$ cat src/rtl/zero_flag_pipe_pkg.sv
// zero_flag_pipe_pkg
// Elaboration-time helpers for the pipelined zero/negative flag generator:
//   calc_levels    - number of OR-tree levels, ceil(log_fanin(width)), minimum 1
//   pow_int        - integer power
//   padded_width   - operand width rounded up to fanin**levels (pad bits are 0)
//   level_width    - number of nodes at tree level k (level 0 = padded operand)
//   level_offset   - bit offset of level k inside the flattened tree vector
package zero_flag_pipe_pkg;

  function automatic int calc_levels(input int width, input int fanin);
    int lv;
    int cap;
    lv  = 1;
    cap = fanin;
    while (cap < width) begin
      cap = cap * fanin;
      lv  = lv + 1;
    end
    return lv;
  endfunction

  function automatic int pow_int(input int base, input int e);
    int r;
    r = 1;
    for (int i = 0; i < e; i++) r = r * base;
    return r;
  endfunction

  function automatic int padded_width(input int width, input int fanin);
    return pow_int(fanin, calc_levels(width, fanin));
  endfunction

  function automatic int level_width(input int width, input int fanin, input int k);
    return padded_width(width, fanin) / pow_int(fanin, k);
  endfunction

  // Levels are packed back to back, level 0 at bit 0.
  function automatic int level_offset(input int width, input int fanin, input int k);
    int off;
    off = 0;
    for (int i = 0; i < k; i++) off = off + level_width(width, fanin, i);
    return off;
  endfunction

endpackage

$ cat src/rtl/zero_flag_level.sv
// zero_flag_level
// One registered FANIN-ary OR level of the zero-flag tree, with the valid bit,
// operand MSB and tag riding alongside. With ZERO_FLAG_PIPE_LZC_EN defined it
// also merges the per-node leading-zero counts of its children.
// Ports:
//   clk, reset      - clock, asynchronous active-high reset
//   stall, flush    - hold all registers / clear the valid bit (flush wins)
//   valid_i/valid_o - valid bit in from previous level, registered out
//   msb_i/msb_o     - operand MSB in, registered out
//   tag_i/tag_o     - tag in, registered out (loads only with a live operand)
//   or_i/or_o       - child OR bits (OUT_W*FANIN), registered group ORs (OUT_W)
//   lzc_i/lzc_o     - child / merged leading-zero counts, LZW bits per node
//                     (only with ZERO_FLAG_PIPE_LZC_EN)
module zero_flag_level #(
  parameter int FANIN = 4,
  parameter int OUT_W = 1,
  parameter int TAGW  = 5,
  parameter int LZW   = 2
) (
  input  logic                     clk,
  input  logic                     reset,
  input  logic                     stall,
  input  logic                     flush,
  input  logic                     valid_i,
  input  logic                     msb_i,
  input  logic [TAGW-1:0]          tag_i,
  input  logic [OUT_W*FANIN-1:0]   or_i,
`ifdef ZERO_FLAG_PIPE_LZC_EN
  input  logic [OUT_W*FANIN*LZW-1:0] lzc_i,
  output logic [OUT_W*LZW-1:0]     lzc_o,
`endif
  output logic                     valid_o,
  output logic                     msb_o,
  output logic [TAGW-1:0]          tag_o,
  output logic [OUT_W-1:0]         or_o
);

  logic             valid_d, valid_q;
  logic             msb_d, msb_q;
  logic [TAGW-1:0]  tag_d, tag_q;
  logic [OUT_W-1:0] or_d, or_q;

  always_comb begin
    valid_d = valid_q;
    msb_d   = msb_q;
    tag_d   = tag_q;
    or_d    = or_q;
    if (flush) valid_d = 1'b0;
    else if (!stall) valid_d = valid_i;
    if (!stall) begin
      msb_d = msb_i;
      for (int j = 0; j < OUT_W; j++) or_d[j] = |or_i[j*FANIN +: FANIN];
    end
    // The tag only follows live operands so the output tag keeps the last
    // delivered value while nothing valid is presented.
    if (!stall && !flush && valid_i) tag_d = tag_i;
  end

  always_ff @(posedge clk or posedge reset) begin
    if (reset) begin
      valid_q <= 1'b0;
      msb_q   <= 1'b0;
      tag_q   <= '0;
      or_q    <= '0;
    end else begin
      valid_q <= valid_d;
      msb_q   <= msb_d;
      tag_q   <= tag_d;
      or_q    <= or_d;
    end
  end

  assign valid_o = valid_q;
  assign msb_o   = msb_q;
  assign tag_o   = tag_q;
  assign or_o    = or_q;

`ifdef ZERO_FLAG_PIPE_LZC_EN
  logic [OUT_W*LZW-1:0] lzc_d, lzc_q;
  logic [LZW-1:0]       acc;
  logic                 hit;

  // Walk children from the most significant one: all-zero children add their
  // full count, the first non-zero child adds its own count and stops the walk.
  always_comb begin
    lzc_d = lzc_q;
    acc   = '0;
    hit   = 1'b0;
    if (!stall) begin
      for (int j = 0; j < OUT_W; j++) begin
        acc = '0;
        hit = 1'b0;
        for (int c = FANIN - 1; c >= 0; c--) begin
          if (!hit) acc = acc + lzc_i[(j*FANIN + c)*LZW +: LZW];
          if (or_i[j*FANIN + c]) hit = 1'b1;
        end
        lzc_d[j*LZW +: LZW] = acc;
      end
    end
  end

  always_ff @(posedge clk or posedge reset) begin
    if (reset) lzc_q <= '0;
    else       lzc_q <= lzc_d;
  end

  assign lzc_o = lzc_q;
`endif

endmodule

$ cat src/rtl/zero_flag_pipe.sv
// zero_flag_pipe
// Pipelined zero/negative flag generator. The operand is zero-padded to
// FANIN**LEVELS bits and reduced through LEVELS registered OR levels; valid,
// MSB and tag travel with it. Latency is LEVELS edges including the accepting
// edge. Optional macro ZERO_FLAG_PIPE_LZC_EN adds out_lzc (leading-zero count).
// Ports:
//   clk, reset       - clock, asynchronous active-high reset
//   in_valid/in_data/in_tag - operand presented this cycle
//   stall            - hold every pipeline register
//   flush            - kill every in-flight operand (priority over stall)
//   out_valid        - result valid
//   out_zero/out_neg - operand was zero / operand MSB, gated by out_valid
//   out_tag          - tag of the last delivered operand
//   out_lzc          - leading zeros from the MSB, gated (LZC build only)
// Valid/ready: there is no backpressure output; an operand is taken on every
// edge with stall=0 and flush=0, and upstream holds its inputs while stalled.
module zero_flag_pipe
  import zero_flag_pipe_pkg::*;
#(
  parameter int WIDTH = 64,
  parameter int FANIN = 4,
  parameter int TAGW  = 5
) (
  input  logic                       clk,
  input  logic                       reset,
  input  logic                       in_valid,
  input  logic [WIDTH-1:0]           in_data,
  input  logic [TAGW-1:0]            in_tag,
  input  logic                       stall,
  input  logic                       flush,
  output logic                       out_valid,
  output logic                       out_zero,
  output logic                       out_neg,
`ifdef ZERO_FLAG_PIPE_LZC_EN
  output logic [$clog2(WIDTH+1)-1:0] out_lzc,
`endif
  output logic [TAGW-1:0]            out_tag
);

  localparam int LEVELS  = calc_levels(WIDTH, FANIN);
  localparam int PADW    = padded_width(WIDTH, FANIN);
  localparam int TOTW    = level_offset(WIDTH, FANIN, LEVELS + 1);
  localparam int TOP_OFF = level_offset(WIDTH, FANIN, LEVELS);
  localparam int LZW     = $clog2(PADW + 1);
  localparam int OLZW    = $clog2(WIDTH + 1);

  // Whole OR tree flattened: level 0 is the padded operand, level LEVELS is 1 bit.
  logic [TOTW-1:0] or_all;
  logic            valid_c [0:LEVELS];
  logic            msb_c   [0:LEVELS];
  logic [TAGW-1:0] tag_c   [0:LEVELS];

  assign or_all[PADW-1:0] = PADW'(in_data);
  assign valid_c[0]       = in_valid;
  assign msb_c[0]         = in_data[WIDTH-1];
  assign tag_c[0]         = in_tag;

`ifdef ZERO_FLAG_PIPE_LZC_EN
  logic [TOTW*LZW-1:0] lzc_all;
  for (genvar i = 0; i < PADW; i++) begin : g_lzc_leaf
    assign lzc_all[i*LZW +: LZW] = {{(LZW-1){1'b0}}, ~or_all[i]};
  end
`endif

  for (genvar k = 1; k <= LEVELS; k++) begin : g_level
    localparam int IN_OFF  = level_offset(WIDTH, FANIN, k - 1);
    localparam int OUT_OFF = level_offset(WIDTH, FANIN, k);
    localparam int OUT_W   = level_width(WIDTH, FANIN, k);

    zero_flag_level #(
      .FANIN (FANIN),
      .OUT_W (OUT_W),
      .TAGW  (TAGW),
      .LZW   (LZW)
    ) u_level (
      .clk     (clk),
      .reset   (reset),
      .stall   (stall),
      .flush   (flush),
      .valid_i (valid_c[k-1]),
      .msb_i   (msb_c[k-1]),
      .tag_i   (tag_c[k-1]),
      .or_i    (or_all[IN_OFF +: OUT_W*FANIN]),
`ifdef ZERO_FLAG_PIPE_LZC_EN
      .lzc_i   (lzc_all[IN_OFF*LZW +: OUT_W*FANIN*LZW]),
      .lzc_o   (lzc_all[OUT_OFF*LZW +: OUT_W*LZW]),
`endif
      .valid_o (valid_c[k]),
      .msb_o   (msb_c[k]),
      .tag_o   (tag_c[k]),
      .or_o    (or_all[OUT_OFF +: OUT_W])
    );
  end

  assign out_valid = valid_c[LEVELS];
  assign out_zero  = valid_c[LEVELS] & ~or_all[TOP_OFF];
  assign out_neg   = valid_c[LEVELS] & msb_c[LEVELS];
  assign out_tag   = tag_c[LEVELS];

`ifdef ZERO_FLAG_PIPE_LZC_EN
  // The tree counts the constant pad zeros above the real MSB; remove them.
  assign out_lzc = valid_c[LEVELS]
                 ? OLZW'(lzc_all[TOP_OFF*LZW +: LZW] - LZW'(PADW - WIDTH))
                 : '0;
`endif

endmodule

$ cat config.mk
export PLATFORM = sky130hd
export DESIGN_NAME = zero_flag_pipe
export DESIGN_NICKNAME = d
export VERILOG_FILES = /design/src/rtl/zero_flag_pipe_pkg.sv /design/src/rtl/zero_flag_level.sv /design/src/rtl/zero_flag_pipe.sv
export SDC_FILE = /design/constraint.sdc
export NUM_CORES = 1
export LEC_CHECK = 0
export CORE_MARGIN = 4
export CORE_UTILIZATION = 40
export DETAILED_ROUTE_END_ITERATION = 16
export GPL_TIMING_DRIVEN = 1
export PLACE_DENSITY = 0.86
export SYNTH_ARGS = -nofsm -noshare
export SYNTH_HDL_FRONTEND = slang
export SYNTH_SLANG_ARGS = --single-unit
$ cat constraint.sdc
create_clock -name clk -period 1.72 [get_ports clk]
set_input_delay 0.344 -clock clk [delete_from_list [all_inputs] [get_ports clk]]
set_output_delay 0.344 -clock clk [all_outputs]
set_load 0.01 [all_outputs]
---- Word-level counts from Yosys, hierarchy flattened ----
Cells that the tools add are included.
operators by class
  bitwise gates (word level) .............. 3
  equality and inequality tests ........... 1
  multiplexer cells ....................... 6
  reductions and logical operators ........ 27
operator list
  cell                count
  $reduce_or 4->1     21
  $mux 1              6
  $logic_and 1x1->1   4
  $and 1x1->1         2
  $logic_not 1->1     2
  $ne 2x1->1 const B  1
  $not 1->1           1
word-level totals
  output and inout port bits .............. 8
  word-level logic and storage cells ...... 49
  bits in registers ....................... 42
  bits of input ports ..................... 74

---- Longest topological paths before layout ----
Gate-level depths: netlist of the first run.
  depth after elaboration ................. 3
  depth in mapped cells ................... 4

---- Cells and area by module ----
Synthesis of the first run repeated with hierarchy kept, for this count alone.
unflattened totals
  cells, all modules ...................... 142
  area total of the unflattened synthesis .. 1725.4 µm²
modules (own cells, without submodules)
  module                                area each (µm²)  times used  cells an instance
  zero_flag_level (g_level[1].u_level)  942.2            1           85
  zero_flag_level (g_level[2].u_level)  444.2            1           34
  zero_flag_level (g_level[3].u_level)  319.1            1           21
  zero_flag_pipe                        20.0             1           2

---- Least setup slack after synthesis of the first run ----
Ideal clock, no wire load.
  kind .................................... input -> register
  start ................................... input stall
  end ..................................... register g_level[1].u_level.tag_q[0]
  cell stages on the path ................. 2
  buffers on the path ..................... 0
  data required time ...................... 1.595 ns
  data arrival time ....................... 0.959 ns
  slack ................................... 0.636 ns
  cells stage by stage .................... nor3b_4 mux2_2
on the way
  longest elaborated chain between the ends .. 3
ends and longest elaborated chain
  item                            RTL line               RTL
  start, declared                 zero_flag_pipe.sv:29   input logic stall,
  $logic_not 1->1                 n/a
  $logic_and 1x1->1 (2 in a row)  zero_flag_level.sv:56  if (!stall && !flush && valid_i) tag_d = tag_i;
  end signal, assigned            zero_flag_level.sv:68  tag_q <= tag_d;
  end, declared                   zero_flag_level.sv:40  logic [TAGW-1:0] tag_d, tag_q;
Every way passes these cells.
A chain may end at the register's enable or synchronous reset.

---- Final worst setup path of the first run ----
  start ................................... register g_level[3].u_level.valid_q
  end ..................................... output out_neg
on the way
  longest elaborated chain between the ends .. 1
ends and longest elaborated chain
  item                    RTL line               RTL
  start, declared         zero_flag_level.sv:38  logic valid_d, valid_q;
  start signal, assigned  zero_flag_level.sv:66  valid_q <= valid_d;
  $and 1x1->1             zero_flag_pipe.sv:97   assign out_neg = valid_c[LEVELS] & msb_c[LEVELS];
  end, declared           zero_flag_pipe.sv:33   output logic out_neg,
Every way passes these cells.

==> results of run 1 <==
layout make-up:
| type | count | area share |
|---|---|---|
| clock buffer | 7 | 0.03194 |
| clock inverter | 1 | 0.001852 |
| inverter | 1 | 0.001389 |
| multi-input combinational | 92 | 0.2352 |
| sequential | 42 | 0.3889 |
| tap | 50 | 0.02315 |
| timing repair buffer | 86 | 0.3176 |
per-stage QoR:
| stage | power, uW | hold slack (ps) |
|---|---|---|
| CTS | 2325 | 389.1 |
| floorplan | 1392 | 410.4 |
| finish | 2297 | 384.0 |
| detailed placement | 1685 | 478.6 |
| global route | 2417 | 411.7 |
| global placement | 1665 | 464.4 |
flip-flops by register name, indices dropped and copies added (netlist names):
register,cells
g_level.u_level.tag_o,15
g_level.u_level.msb_o,3
g_level.u_level.valid_o,3
g_level.u_level.or_o,21
repair_timing:
item | in CTS | in global routing
setup endpoints to repair | 0 | 2
resized for setup | 0 | 1
setup buffers | 0 | 1
cells in the mapped netlist, drive strengths merged:
library cell and count:
inv 1, and2 1, o21ai 21, nor2 3, nand2 21, nor4 21, mux2i 3, clkbuf 2
nor3b 3, buf 3, dfrtp 42, nor2b 1, mux2 18
per-layer routing:
metal | global-route usage | wire length, um | up-vias
li1 | - | - | 684
met1 | 0.1825 | 1630 | 648
met2 | 0.2549 | 2026 | 47
met3 | 0.03919 | 255 | 2
met4 | 0.04225 | 27 | 0
met5 | 0 | 0 | -
power by group:
group / total [uW] / internal [uW] / leakage, uW / switching, uW
registers: 1220 / 1130 / 0.000493 / 88.4
logic: 443 / 303 / 0.000577 / 140
clock network: 635 / 324 / 0.0000482 / 311
cell families (layout without fill, tap and decap cells):
kind of cell	after synthesis	in the layout	share of synthesized area
AO/OA/AOI/OAI	21	21	0.06470
buffers and inverters	6	95	0.03091
flip-flops	42	42	0.6039
multiplexers	21	21	0.1337
AND/OR/NAND/NOR	50	50	0.1668
final timing paths:
check                                         endpoint
max                                            out_neg
min                         g_level[1].u_level.or_o[2]
max reg2reg                g_level[3].u_level.tag_o[0]
min reg2reg                 g_level[1].u_level.or_o[3]
max in group asynchronous  g_level[1].u_level.or_o[12]
min in group clk            g_level[1].u_level.or_o[3]
critical path: cells and delay by family, from the launching register on:
kind	cells	cell delay (ps)
buffers and inverters	1	470
AND/OR/NAND/NOR	1	150
flip-flops	1	390
==> flow_metrics.py, run 1 <==
metrics = {
    "clocking": {
        "cts.sinks": 42,
        "cts_hold_buffers": 0,
        "htreeDepth": 2,
        "cts_tree": "done",
        "clockBufferDepth": 2,
        "cts_made_buffers": 5,
        "clk_latency_ps": 290,
        "path_clk_slew_ps": 80,
        "cts_root_buffer": "clkbuf_8",
    },
    "layout": {
        "regArea_um2": 1051,
        "final_common_cell": "clkdlybuf4s50_1",
        "final.fill_count": 345,
        "multi_input_area_um2": 635.6,
        "area_growth_syn_to_layout_pct": 55.28,
        "final-instance-count-excl-fill": 279,
        "layout.nets": 302,
        "antennaDiodeCount": 0,
        "fin_util": 0.6567,
        "drive_gt1_frac": 0.1572,
        "final_cell_mix": "clkdlybuf4s50_1, dfrtp_1, nor4_1, nand2_1, mux2_2",
        "fin_area_um2": 2703,
    },
    "routing": {
        "drtIter0Drc": 98,
        "firstDrtPassIters": 4,
        "remaining_drc_errors": 0,
        "wl_per_cell_um": 14.12,
        "vias_per_cell": 4.950,
        "routed_wl_um": 3940,
        "ant_nets": 0,
        "vias": 1381,
    },
    "power_and_ir_drop": {
        "p_per_area_nw_per_um2": 850.0,
        "total_leakage_power_uw": 0.001118,
        "vdd_drop_max_mv": 0.4086,
    },
    "worst_setup_path": {
        "reg2reg_depth": 2,
        "crit_fanout": 3,
        "worst-r2r-setup-slack_ps": 530,
        "critPathMaxStageDelay_ps": 470,
        "start_kind": "flop",
        "path_class": "flop to primary output",
        "cp.required_ps": 1380,
        "rr_startpoint": "g_level[2].u_level.valid_o",
        "cpMaxStageDelayCell": "clkdlybuf4s50_1",
        "crit_path_start": "g_level[3].u_level.valid_o",
        "worstPathArrival_ps": 1300,
        "crit_chain": "and2_1 > clkdlybuf4s50_1",
        "critPathCaptureType": "primary output",
    },
    "logic_synthesis": {
        "syn_area_um2": 1740,
        "synth.distinct_cells": 17,
        "synth_area_leader_cell": "dfrtp_1",
        "netlist_instances": 140,
        "yosysSeqAreaShare": 0.6039,
        "synth-seq-cells": 42,
        "synthDominantCellAreaShare": 0.6039,
        "syn_area_per_cell_um2": 12.43,
        "syn-num-nets": 214,
        "synthTopCellsByArea": "dfrtp_1, mux2_2, nor4_1",
        "yosysWarnings": 0,
    },
    "timing": {
        "fin_ws_ps": 76.09,
        "clock_skew_ps": 3.880,
        "setup_violations": 0,
        "drv_slew": 0,
        "finalCritPeriodShare": 0.9558,
        "relSlewSlack": 0.6707,
        "rsz0062_at_grt": "no",
        "setup_tns_ps": 0,
        "worstMarginPinSlew_ps": 489.4,
        "period_needed_ps": 1644,
        "hold_violations": 0,
        "fmaxAchievable_mhz": 608.3,
    },
    "outcome": {
        "outcome": "complete, no violations",
    },
    "global_route": {
        "grt_pass1_vias": 1426,
        "grt_pass1_wl_um": 6127,
        "gr-usage-all-layers": 0.1476,
        "antenna_found_initial": 0,
        "grt.overflow.total": 0,
        "grt_max_degree": 43,
    },
    "placement": {
        "dpl_worst_slack_ps": -28.45,
        "port_buffers": 81,
        "place_hpwl_um": 3168,
        "gp_congestion": 0.7869,
        "dp_cells": 270,
        "dpl-instance-area_um2": 2601,
    },
    "floorplan": {
        "dieArea_um2": 5470,
        "io_pins": 82,
        "die_y_um": 73.96,
        "start_util": 0.4229,
        "fp-row-count": 23,
        "die_w_um": 73.96,
        "core-area_um2": 4115,
    },
    "hold_path": {
        "hp-class": "input pin to async pin",
    },
    "flow_run": {
        "maxCapViolations": 0,
    },
}
Power figures use the tool's default switching activity.
==> run 2: changes to the inputs <==
--- a/config.mk
+++ b/config.mk
@@ -8,7 +8,7 @@
 export CORE_MARGIN = 4
 export CORE_UTILIZATION = 40
 export DETAILED_ROUTE_END_ITERATION = 16
-export GPL_TIMING_DRIVEN = 1
+export GPL_TIMING_DRIVEN = 0
 export PLACE_DENSITY = 0.86
 export SYNTH_ARGS = -nofsm -noshare
 export SYNTH_HDL_FRONTEND = slang
==> flow_metrics.py, run 2 (synthesized netlist as in run 1, its figures left out) <==
metrics = {
    "routing": {
        "routed_wl_um": 4308,
        "ant_nets": 0,
        "vias": 1429,
        "vias_per_cell": 5.104,
        "remaining_drc_errors": 0,
        "drtIter0Drc": 85,
        "wl_per_cell_um": 15.39,
        "firstDrtPassIters": 4,
    },
    "worst_setup_path": {
        "cp_top_family": "buffers and inverters",
        "cpMaxStageDelayCell": "clkdlybuf4s50_1",
        "crit_buf_inv": 1,
        "critPathCaptureType": "flop",
        "worstPathArrival_ps": 1800,
        "crit_fanout": 6,
        "start_kind": "input pin",
        "rr_startpoint": "g_level[2].u_level.valid_o",
        "path_class": "input pin to flop",
        "critPathMaxStageDelay_ps": 630,
        "crit_path_start": "stall",
        "cp.required_ps": 1900,
        "crit_chain": "clkdlybuf4s50_1 > nor3b_4 > mux2_2",
    },
    "clocking": {
        "htreeDepth": 2,
        "path_clk_slew_ps": 80,
        "cts_made_buffers": 5,
        "cts_tree": "done",
        "clockBufferDepth": 2,
        "clk_latency_ps": 290,
        "cts_root_buffer": "clkbuf_8",
        "cts.sinks": 42,
    },
    "layout": {
        "final_common_cell": "clkdlybuf4s50_1",
        "drive_gt1_frac": 0.1565,
        "antennaDiodeCount": 0,
        "largest_reg_flops": 21,
        "fin_util": 0.6604,
        "multi_input_area_um2": 635.6,
        "regArea_um2": 1051,
        "final_cell_mix": "clkdlybuf4s50_1, dfrtp_1, nor4_1, nand2_1, mux2_2",
        "layout.nets": 303,
        "area_growth_syn_to_layout_pct": 56.15,
        "final.fill_count": 326,
    },
    "timing": {
        "hold_violations": 0,
        "period_needed_ps": 1625,
        "rsz0062_at_grt": "no",
        "fmaxAchievable_mhz": 615.3,
        "setup_violations": 0,
        "drv_slew": 0,
        "clock_skew_ps": 2.011,
        "worstMarginPinSlew_ps": 832.9,
        "relSlewSlack": 0.4439,
        "setup_tns_ps": 0,
        "finalCritPeriodShare": 0.9449,
    },
    "outcome": {
        "outcome": "complete, no violations",
    },
    "power_and_ir_drop": {
        "comb_power_share": 0.197,
        "vdd_drop_max_mv": 0.3976,
        "p_int_uw": 1760,
        "swShare": 0.2374,
        "p_per_area_nw_per_um2": 849.1,
        "total_leakage_power_uw": 0.001141,
        "p_switching_uw": 547.9,
        "clkPwrFrac": 0.279,
        "seqPwrFrac": 0.524,
    },
    "global_route": {
        "gr-usage-all-layers": 0.1599,
        "grt_pass1_vias": 1510,
        "grt_max_degree": 43,
        "grt.overflow.total": 0,
        "antenna_found_initial": 0,
        "grt_pass1_wl_um": 6596,
    },
    "floorplan": {
        "die_w_um": 73.96,
        "io_pins": 82,
        "core-area_um2": 4115,
        "start_util": 0.4229,
        "fp-row-count": 23,
        "dieArea_um2": 5470,
        "die_y_um": 73.96,
    },
    "placement": {
        "port_buffers": 81,
        "place_hpwl_um": 3275,
        "gp_congestion": 0.7109,
    },
    "hold_path": {
        "hp-class": "flop to flop",
        "hp-start": "g_level[2].u_level.or_o[3]",
    },
    "flow_run": {
        "maxCapViolations": 0,
    },
}
## run 2: worst paths after layout
path	to	slack (ps)	cells past startpoint
max	g_level[3].u_level.tag_o[4]	90	3
min	g_level[2].u_level.or_o[3]	500	2
max reg2reg	g_level[3].u_level.tag_o[4]	450	2
min reg2reg	g_level[2].u_level.or_o[3]	500	2
max in group asynchronous	g_level[3].u_level.valid_o	660	2
min in group asynchronous	g_level[1].u_level.tag_o[2]	540	2
## run 2: cell type report
| class | count | area share |
|---|---|---|
| Sequential cell | 42 | 0.3867 |
| Multi-Input combinational cell | 92 | 0.2339 |
| Timing Repair Buffer | 82 | 0.3029 |
| Clock inverter | 1 | 0.001842 |
| Buffer | 5 | 0.01842 |
| Clock buffer | 7 | 0.03177 |
| Inverter | 1 | 0.001381 |
| Tap cell | 50 | 0.02302 |
## run 2: timing repair
item	in CTS	in global routing
setup endpoints to repair	1	2
buffers inserted	1	0
gates resized for setup	0	2
pin swaps	0	0
hold buffers	0	0
hold endpoints to repair	0	0
## run 2: layer usage
layer	GRT usage	vias up	wire length (um)
li1	-	686	-
met1	0.1868	688	1624
met2	0.2835	47	2321
met3	0.03514	8	284
met4	0.06640	0	77
met5	0	-	0
## run 2: power by group through the flow
stage / clock network (uW) / registers (uW) / logic [uW]
floorplan: 0 / 1210 / 179
global placement: 0 / 1210 / 438
detailed placement: 0 / 1230 / 456
CTS: 657 / 1210 / 463
global route: 695 / 1220 / 490
finish: 644 / 1210 / 454
## run 2: through the flow
stage / instances / hold slack [ps] / setup slack (ps) / power, uW / instance area, um2
detailed placement: 271 / 478.6 / -220.6 / 1684 / 2614
CTS: 280 / 497.9 / 13.81 / 2329 / 2713
global placement: 271 / 469.6 / -414.8 / 1651 / 2614
global route: 280 / 526.1 / 45.19 / 2410 / 2718
floorplan: 140 / 410.4 / 401.6 / 1392 / 1740
finish: 280 / 495.2 / 94.71 / 2308 / 2718
## run 2: worst register-to-register path, cell delays in order, from the launching register on
cell     delay (ps)
dfrtp_1         400
nor3b_4         370
mux2_2          380
